[config.mk]
export PLATFORM = sky130hd
export DESIGN_NAME = key_search_ctrl_mc
export DESIGN_NICKNAME = d
export VERILOG_FILES = /design/src/rtl/key_search_ctrl_mc.sv
export SDC_FILE = /design/constraint.sdc
export NUM_CORES = 1
export LEC_CHECK = 0
export ABC_AREA = 1
export CAP_MARGIN = 20
export CORE_MARGIN = 2
export CORE_UTILIZATION = 56
export CTS_BUF_LIST = sky130_fd_sc_hd__clkbuf_4
export DETAILED_ROUTE_END_ITERATION = 10
export PLACE_DENSITY = 0.83
export SETUP_SLACK_MARGIN = 0.5
export SLEW_MARGIN = 20
export SYNTH_ARGS = -nofsm -noshare
export SYNTH_HDL_FRONTEND = slang
export SYNTH_SLANG_ARGS = --single-unit
export TNS_END_PERCENT = 1
[constraint.sdc]
create_clock -name clk -period 3.3 [get_ports clk]
set_clock_uncertainty 0.05 [all_clocks]
set_input_delay 0.66 -clock clk [delete_from_list [all_inputs] [get_ports clk]]
set_output_delay 0.66 -clock clk [all_outputs]
set_load 0.005 [all_outputs]
[src/rtl/key_search_ctrl_mc.sv]
// key_search_ctrl_mc: multi-core key sweep controller for the RC4 brute-force
// decoder. Hands out one key per core per round, gathers pass/fail verdicts,
// latches the lowest-index winning key or reports that the range is exhausted.
// Optional build macro KEY_SEARCH_PROGRESS_EN: shows the upper bits of the
// current key base on LEDR[LED_W-1:3]; when undefined those LEDs are tied to 0.
module key_search_ctrl_mc #(
  parameter int              KEY_W     = 24,
  parameter int              NUM_CORES = 4,
  parameter longint unsigned KEY_LIMIT = 64'h0000_0000_0040_0000,
  parameter int              LED_W     = 10
) (
  input  logic                       clk,
  input  logic                       reset,
  input  logic                       start,
  input  logic [NUM_CORES-1:0]       core_done,
  input  logic [NUM_CORES-1:0]       core_success,
  output logic [NUM_CORES-1:0]       core_start,
  output logic [NUM_CORES*KEY_W-1:0] core_key,
  output logic                       found,
  output logic [KEY_W-1:0]           found_key,
  output logic                       exhausted,
  output logic                       busy,
  output logic [LED_W-1:0]           LEDR
);

  localparam int IDX_W = (NUM_CORES > 1) ? $clog2(NUM_CORES) : 1;
  localparam logic [KEY_W:0] LIMIT_EXT = (KEY_W+1)'(KEY_LIMIT);
  localparam logic [KEY_W:0] STRIDE    = (KEY_W+1)'(NUM_CORES);

  typedef enum logic [2:0] {
    IDLE,
    DISPATCH,
    RUN,
    FOUND,
    EXHAUSTED
  } state_t;

  state_t                     state_q, state_d;
  logic [KEY_W:0]             next_key_q, next_key_d;
  logic [NUM_CORES-1:0]       active_q, active_d;
  logic [NUM_CORES-1:0]       done_q, done_d;
  logic [NUM_CORES-1:0]       succ_q, succ_d;
  logic [NUM_CORES-1:0]       core_start_q, core_start_d;
  logic [NUM_CORES*KEY_W-1:0] core_key_q, core_key_d;
  logic                       found_q, found_d;
  logic [KEY_W-1:0]           found_key_q, found_key_d;
  logic                       exhausted_q, exhausted_d;

  logic [NUM_CORES-1:0]       done_new;
  logic [NUM_CORES-1:0]       succ_new;
  logic [IDX_W-1:0]           win_idx;
  logic [KEY_W:0]             win_key;
  logic [KEY_W:0]             slot_key;

  // State and datapath registers; everything clears asynchronously on reset.
  always_ff @(posedge clk or negedge reset) begin
    if (!reset) begin
      state_q      <= IDLE;
      next_key_q   <= '0;
      active_q     <= '0;
      done_q       <= '0;
      succ_q       <= '0;
      core_start_q <= '0;
      core_key_q   <= '0;
      found_q      <= 1'b0;
      found_key_q  <= '0;
      exhausted_q  <= 1'b0;
    end else begin
      state_q      <= state_d;
      next_key_q   <= next_key_d;
      active_q     <= active_d;
      done_q       <= done_d;
      succ_q       <= succ_d;
      core_start_q <= core_start_d;
      core_key_q   <= core_key_d;
      found_q      <= found_d;
      found_key_q  <= found_key_d;
      exhausted_q  <= exhausted_d;
    end
  end

  // Next-state logic: sweep rounds, verdict collection and the core key load
  // that happens on every transition into DISPATCH.
  always_comb begin
    state_d      = state_q;
    next_key_d   = next_key_q;
    active_d     = active_q;
    done_d       = done_q;
    succ_d       = succ_q;
    core_start_d = '0;
    core_key_d   = core_key_q;
    found_d      = found_q;
    found_key_d  = found_key_q;
    exhausted_d  = exhausted_q;
    slot_key     = '0;
    win_idx      = '0;

    // Results from cores that were not handed a key this round never count.
    done_new = done_q | (core_done & active_q);
    succ_new = succ_q | (core_done & core_success & active_q);

    // Scan downwards so the lowest successful core index ends up in win_idx.
    for (int i = NUM_CORES - 1; i >= 0; i--) begin
      if (succ_new[i]) begin
        win_idx = IDX_W'(i);
      end
    end
    win_key = next_key_q + (KEY_W+1)'(win_idx);

    case (state_q)
      IDLE: begin
        if (start) begin
          next_key_d = '0;
          state_d    = DISPATCH;
        end
      end

      DISPATCH: begin
        // Anything a core reports while its start pulse is out is stale.
        done_d  = '0;
        succ_d  = '0;
        state_d = RUN;
      end

      RUN: begin
        done_d = done_new;
        succ_d = succ_new;
        if (done_new == active_q) begin
          if (succ_new != '0) begin
            found_key_d = win_key[KEY_W-1:0];
            found_d     = 1'b1;
            state_d     = FOUND;
          end else begin
            next_key_d = next_key_q + STRIDE;
            if (next_key_d >= LIMIT_EXT) begin
              exhausted_d = 1'b1;
              state_d     = EXHAUSTED;
            end else begin
              state_d = DISPATCH;
            end
          end
        end
      end

      FOUND, EXHAUSTED: begin
        if (start) begin
          found_d     = 1'b0;
          exhausted_d = 1'b0;
          next_key_d  = '0;
          state_d     = DISPATCH;
        end
      end

      default: begin
        state_d = IDLE;
      end
    endcase

    // Keys are registered on entry to DISPATCH so core_start and core_key
    // appear together and the keys then stay put for the whole round.
    if (state_d == DISPATCH) begin
      for (int i = 0; i < NUM_CORES; i++) begin
        slot_key    = next_key_d + (KEY_W+1)'(i);
        active_d[i] = (slot_key < LIMIT_EXT);
        core_key_d[i*KEY_W +: KEY_W] = active_d[i] ? slot_key[KEY_W-1:0] : '0;
      end
      core_start_d = active_d;
    end
  end

  assign core_start = core_start_q;
  assign core_key   = core_key_q;
  assign found      = found_q;
  assign found_key  = found_key_q;
  assign exhausted  = exhausted_q;
  assign busy       = (state_q == DISPATCH) || (state_q == RUN);

`ifdef KEY_SEARCH_PROGRESS_EN
  assign LEDR = {next_key_q[KEY_W-1 -: LED_W-3], exhausted_q, found_q, busy};
`else
  assign LEDR = {{(LED_W-3){1'b0}}, exhausted_q, found_q, busy};
`endif

endmodule
==> summary.md, run 1 <==
### GRT
- 43,600 µm — wire length of the first global-routing pass
- 30.9% — Total Routing Usage GR
- 60 — pin count of the biggest net entering global routing
- 1 — initial antenna violation count
- 0 — grt total ovfl
- 8,558 — vias in the first global route

### Timing
- 48.5% — worst relative slew slack
- true — setup repair after global routing missed its margin
- 0 — final max-slew violation count
- 0.332 ns — minimum setup slack in the final design
- 337 MHz — top achievable clock speed
- 2.97 ns — time the final worst path needs with I/O delays and setup
- 89.9% — part of the cycle the worst path needs
- 0 — final setup violation count
- 0 — hold violation count in the final report
- 0.764 ns — slew at the pin with the worst max-slew slack

### Placement
- 12,100 µm² — area after detailed placement
- 0.972 — RD Place Congestion
- -0.180 ns — pre-CTS setup slack
- 140 — Port Buffers
- 20,100 µm — HPWL after DPL
- 1,638 — number of cells in the design after placement

### Worst hold path
- flop to flop — type of the most critical hold path

### Pwr
- 569 nW/µm² — power density cells
- 2940 µW — switching pwr
- 4240 µW — Int Pwr
- 41.0% — switching portion of total power
- 33.8% — power share of the sequential group
- 482 µV — Peak supply drop
- 16.9% — Clk pwr share
- 0.00595 µW — leakage power total
- 49.3% — Combinational Power Share

### Critical path
- 3.38 ns — critical path data arrival time
- input port — kind of start point of the critical path
- flop — sort of element at the end of the critical path
- 11 — critical-path maximum fanout
- input port to flop — worst setup path category
- 3.71 ns — Crit path required time

### Synthesis
- dfrtp_1 44%, nand2_1 12%, inv_1 6.4%, o21bai_2 6.4%, xor2_1 5.9% — cells taking the most area after synthesis
- 166 — Synth Register Bits
- 1,182 — Mapped Cells
- 9540 µm² — netlist area before placement
- 0 — count of synthesis-stage warnings from yosys
- 42 — post-synth cell types
- 43.6% — fraction of synthesized cell area taken by the top area cell type
- 8.07 µm² — Post-Syn Area per Cell
- 43.6% — proportion of synthesized chip area in sequential cells
- dfrtp_1 — top cell type by total area after synthesis

### Floorplan
- 18,100 µm² — die area
- 134 µm — die outline height
- 148 — number of top-level design ports
- 57.3% — starting density of the core
- 16,600 µm² — core region area
- 47 — number of core rows
- 134 µm — die extent in x

### Clock tree
- 0.14 ns — Clock Pin Slew Worst Setup and Hold Paths
- yes — clock tree from TritonCTS
- 166 — clock sink count
- clkbuf_4 — root buf cell
- 17 — TritonCTS buffer count
- 0.58 ns — clock insertion delay at the later pin of the skew report
- 2 — maximum number of buffers from clock root to sink
- 4 — CTS H-tree lvls

### Layout
- 1,686 — post-layout instance count excluding filler cells
- 75.8% — utilization after layout
- 1,472 — number of nets at the end of the flow
- nand2_1 — most common library cell in the layout ignoring fill and taps
- 297 x nand2_1, 160 x inv_1, 159 x dfrtp_1 — commonest cells after routing, fill and taps aside
- 32.3% — area added between synthesis and finish
- 22.1% — fraction of final layout cells with drive strength greater than 1
- 12,600 µm² — finished layout cell area
- 1,173 — # fillers

### Run
- 0 — max capacitance violation total

### Routing
- 0 — number of nets still failing antenna checks after routing
- 16.3 µm — Wirelength per Cell
- 5.19 — Via-to-Cell Ratio
- 27,600 µm — total wire length
- 8,755 — routed via count
- 5 — first-pass iteration count of the detailed router
- 718 — DRT iter0 DRCs
- 0 — # DRC

### Run status
- finished clean — status

-- cell families (layout without fill, tap and decap cells) --
kind of cell,count (synthesis),count (layout),synth area share [%]
adders and majority gates,9,9,1.26
buffers and inverters,215,491,10.4
other,1,8,0.0393
xor gates and xnor gates,69,69,6.34
AOI/OAI and AO/OA,144,144,11.7
and+or+nand+nor,578,579,26.7
DFF,166,166,43.6
-- layout make-up --
type	instances	area, µm²	area share [%]
antenna	1	2.50	0.0198
clock buffer	20	150	1.19
clock inverter	12	128	1.01
inverter	171	644	5.11
multi-input combinational	808	4550	36.1
sequential	166	4160	33.0
tap	220	275	2.18
timing repair buffer	288	2700	21.4
-- metrics by stage --
| stage | power [µW] | setup TNS, ns | hold WS [ns] |
|---|---|---|---|
| 3_5_place_dp | 5690 | -9.27 | 0.416 |
| 3_3_place_gp | 5620 | -5.12 | 0.413 |
| 2_1_floorplan | 4450 | 0 | 0.314 |
| 6_report | 7180 | 0 | 0.448 |
| 4_1_cts | 7070 | 0 | 0.450 |
| 5_1_grt | 7580 | 0 | 0.474 |
-- Yosys cell counts, drive strengths merged --
library cell	count
ha	8
buf	38
xor2	64
and2	1
a21oi	12
dfrtp	166
o31ai	1
conb	1
o21ai	65
nor3b	1
inv	169
a31oi	2
fa	1
clkbuf	6
o21bai	61
o311ai	1
nand3	69
nand4	10
nor3	7
xnor2	5
o22a	1
nand3b	2
and2b	1
a22oi	1
clkinv	2
nand2	328
nor2	159
-- sequential cells by signal, summed over array words and instances, names as in the netlist, 3 cells and up --
register    count
active_q        4
core_key       96
core_start      4
done_q          4
found_key      24
next_key_q     25
state_q         3
succ_q          4
-- power groups by stage --
stage / clock network (µW) / logic [µW] / registers, µW
2_1_floorplan: 0 / 2010 / 2440
3_3_place_gp: 0 / 3170 / 2460
3_5_place_dp: 0 / 3230 / 2460
4_1_cts: 1240 / 3410 / 2420
5_1_grt: 1320 / 3800 / 2450
6_report: 1220 / 3540 / 2430
-- critical path, cell delays in order --
cell	delay, ns
clkdlybuf4s50_1	0.44
nand3b_1	0.22
nand2_1	0.09
nor2_1	0.05
nand2_2	0.19
buf_4	0.18
nand2_1	0.07
nand2_1	0.08
nand2_1	0.06
nand2_1	0.19
nand2_1	0.16
nor2_4	0.17
nand2_4	0.10
nor2_4	0.15
nand3_1	0.17
nand3_4	0.15
buf_12	0.15
o21bai_1	0.08
-- final timing paths --
check | from | endpoint | slack (ns) | cells past startpoint
worst max-delay path | core_done[1] | core_key[75] | 0.33 | 18
worst min-delay path | core_key[9] | core_key[9] | 0.45 | 2
worst max register to register | next_key_q[3] | core_key[83] | 0.36 | 16
worst min register to register | core_key[9] | core_key[9] | 0.45 | 2
max in group asynchronous | reset | core_key[81] | 1.94 | 3
min in group asynchronous | reset | next_key_q[22] | 0.54 | 2
-- routing by layer --
layer | global-route usage [%] | wire length (µm)
met1 | 40.1 | 11500
met4 | 10.9 | 804
met2 | 51.9 | 13500
met3 | 6.04 | 1820
met5 | 0 | 0
-- repair_timing --
action | in CTS | in global routing
pin swaps | 6 | 5
setup buffers | 9 | 3
gates cloned | 1 | 1
endpoints found under the setup margin | 106 | 108
gates resized for setup | 12 | 22
endpoints found under the hold margin | 49 | 0
hold buffers | 1 | 0
Power figures use the tool's default switching activity.
==> run 2: changes to the inputs <==
--- a/config.mk
+++ b/config.mk
@@ -6,8 +6,8 @@
 export NUM_CORES = 1
 export LEC_CHECK = 0
 export ABC_AREA = 1
-export CAP_MARGIN = 20
-export CORE_MARGIN = 2
+export CAP_MARGIN = 40
+export CORE_MARGIN = 3
 export CORE_UTILIZATION = 56
 export CTS_BUF_LIST = sky130_fd_sc_hd__clkbuf_4
 export DETAILED_ROUTE_END_ITERATION = 10
==> summary.md, run 2 (same netlist as run 1, synthesis figures left out) <==
### Layout
- 35.2% — area added between synthesis and finish
- nand2_1 — most common library cell in the layout ignoring fill and taps
- 1,195 — # fillers, +1.9%
- 24.4% — fraction of final layout cells with drive strength greater than 1, +2.3 points
- 1,488 — number of nets at the end of the flow, +1.1%
- 77.5% — utilization after layout, +1.7 points
- 96 — Largest register FFs, unchanged
- 0 — number of antenna diodes, -1
- 293 x nand2_1, 159 x dfrtp_1, 158 x inv_1 — commonest cells after routing, fill and taps aside

### Critical path
- input port to flop — worst setup path category
- 16 — worst reg-to-reg path cell count, unchanged
- input port — kind of start point of the critical path
- nand2_2 — most used cell along the critical path
- core_key[51] — endpoint of the most critical register-to-register path
- clkdlybuf4s50_1 -> nand3b_1 -> nand2_1 -> nor2_2 -> nand2_2 -> nor2_8 -> nand2_2 -> nand2_1 -> nand2_2 -> inv_4 -> ha_1 -> inv_1 -> o21ai_2 -> nand3_2 -> buf_4 -> nor2_2 -> xor2_1 -> o21bai_2 — cell breakdown of the critical path
- 7 — critical-path maximum fanout, -4
- flop — sort of element at the end of the critical path
- 3.35 ns — critical path data arrival time, -0.03 ns
- 0.43 ns — slack of the worst reg-to-reg path, +0.07 ns
- 3.76 ns — Crit path required time, +0.05 ns
- next_key_q[2] — startpoint of the worst register-to-register path
- clkdlybuf4s50_1 — master of the slowest instance on the critical path
- 0.51 ns — largest stage delay on the critical path, +0.07 ns

### Routing
- 5 — first-pass iteration count of the detailed router, unchanged
- 0 — number of nets still failing antenna checks after routing, unchanged
- 17.2 µm — Wirelength per Cell, +5.4%
- 0 — # DRC, unchanged
- 29,300 µm — total wire length, +6.3%
- 776 — DRT iter0 DRCs, +8.1%
- 5.26 — Via-to-Cell Ratio, +1.2%
- 8,942 — routed via count, +2.1%

### Timing
- true — setup repair after global routing missed its margin
- 51.4% — worst relative slew slack, +3.0 points
- 2.89 ns — time the final worst path needs with I/O delays and setup, -0.0811 ns
- 87.5% — part of the cycle the worst path needs, -2.5 points
- 0.413 ns — minimum setup slack in the final design, +0.0811 ns
- 0 — hold violation count in the final report, unchanged
- 0.719 ns — slew at the pin with the worst max-slew slack, -0.0443 ns
- 0 — final max-slew violation count, unchanged
- 0 — final setup violation count, unchanged
- 346 MHz — top achievable clock speed, +2.8%

### Clock tree
- yes — clock tree from TritonCTS
- 4 — CTS H-tree lvls, unchanged
- 0.15 ns — Clock Pin Slew Worst Setup and Hold Paths, about the same
- 17 — TritonCTS buffer count, unchanged
- 2 — maximum number of buffers from clock root to sink, unchanged
- clkbuf_4 — root buf cell
- 0.60 ns — clock insertion delay at the later pin of the skew report, +0.02 ns
- 166 — clock sink count, unchanged

### Pwr
- 490 µV — Peak supply drop, +1.7%
- 0.00608 µW — leakage power total, +2.2%
- 587 nW/µm² — power density cells, +3.2%

### Placement
- 0.936 — RD Place Congestion, -3.7%
- 140 — Port Buffers, unchanged
- 20,600 µm — HPWL after DPL, +2.6%
- -0.213 ns — pre-CTS setup slack, -0.0331 ns

### Floorplan
- 136 µm — die extent in x, +1.5%
- 16,600 µm² — core region area, unchanged
- 47 — number of core rows, unchanged
- 136 µm — die outline height, +1.5%
- 57.3% — starting density of the core, unchanged
- 148 — number of top-level design ports, unchanged
- 18,600 µm² — die area, +3.0%

### Run
- 0 — max capacitance violation total, unchanged

### Worst hold path
- 2 — number of cells traversed by the worst hold path, unchanged
- flop to flop — type of the most critical hold path
- found_key[15] — Endpoint, Worst Hold
- found_key[15] — hold path startpoint

### GRT
- 8,562 — vias in the first global route, +0.047%
- 44,200 µm — wire length of the first global-routing pass, +1.3%
- 61 — pin count of the biggest net entering global routing, +1.7%
- 0 — grt total ovfl, unchanged
- 30.6% — Total Routing Usage GR, -0.23 points
- 0 — initial antenna violation count, -1

### Run status
- finished clean — status

-- run 2: cell types whose count changed in the layout (fill, tap and decap cells not counted), moves of 4 or more --
cell / before / now
nor2_4: 16 / 20
buf_6: 2 / 7
buf_12: 13 / 7
buf_4: 132 / 141
nand2_1: 297 / 293
nor2_1: 130 / 122
-- run 2: where the power goes --
| group | total, µW | leakage [µW] | internal, µW | switching (µW) |
|---|---|---|---|---|
| sequential | 2450 | 0.00226 | 2260 | 182 |
| combinational | 3920 | 0.00368 | 1730 | 2190 |
| clock | 1200 | 0.000139 | 389 | 816 |
-- run 2: cell type report --
cell class	count	area, µm²	area share, %
Clock inverter	15	143	1.11
Clock buffer	17	128	0.990
Timing Repair Buffer	305	2900	22.5
Tap cell	220	275	2.14
Sequential cell	166	4160	32.3
Inverter	171	644	5.00
Multi-Input combinational cell	807	4640	36.0
-- run 2: layer usage --
| layer | track usage (%) | wire [µm] | vias to the layer above |
|---|---|---|---|
| met3 | 6.21 | 1950 | 81 |
| met4 | 10.6 | 879 | 0 |
| met2 | 50.5 | 14400 | 417 |
| met5 | 0 | 0 | - |
| li1 | - | - | 4204 |
| met1 | 40.4 | 12100 | 4240 |
-- run 2: repair_timing --
action,4_1_cts,5_1_grt
cloned,3,3
endpoints found under the hold margin,55,0
hold buffers,1,0
gates resized for setup,29,50
pin swaps,8,13
endpoints found under the setup margin,106,98
buffers inserted,15,12
-- run 2: worst max path at each step --
stage,start,to,slack [ns],cells after the start
CTS,next_key_q[2],core_key[40],0.44,15
floorplan,core_success[2],core_key[89],0.47,19
global placement,core_done[2],core_key[39],-0.16,21
detailed placement,core_done[0],core_key[89],-0.21,20
global route,core_done[2],core_key[89],0.29,22
finish,core_done[0],core_key[85],0.41,18
-- run 2: critical path: cells and delay by family --
kind | cells | cell delay (ns)
compound gates | 2 | 0.26
xor+xnor | 1 | 0.20
fa+ha+maj | 1 | 0.16
buf+inv | 4 | 0.84
simple gates | 10 | 1.22
-- run 2: stage by stage --
| step | power [µW] | hold WS (ns) | cells | TNS (ns) | instance area [µm²] |
|---|---|---|---|---|---|
| after floorplan | 4450 | 0.314 | 1188 | 0 | 9600 |
| after global placement | 5530 | 0.408 | 1635 | -7.21 | 12000 |
| after detailed placement | 5590 | 0.414 | 1635 | -10.31 | 12000 |
| after CTS | 7130 | 0.450 | 1686 | 0 | 12600 |
| after global routing | 7910 | 0.466 | 1701 | 0 | 12900 |
| final | 7570 | 0.450 | 1701 | 0 | 12900 |
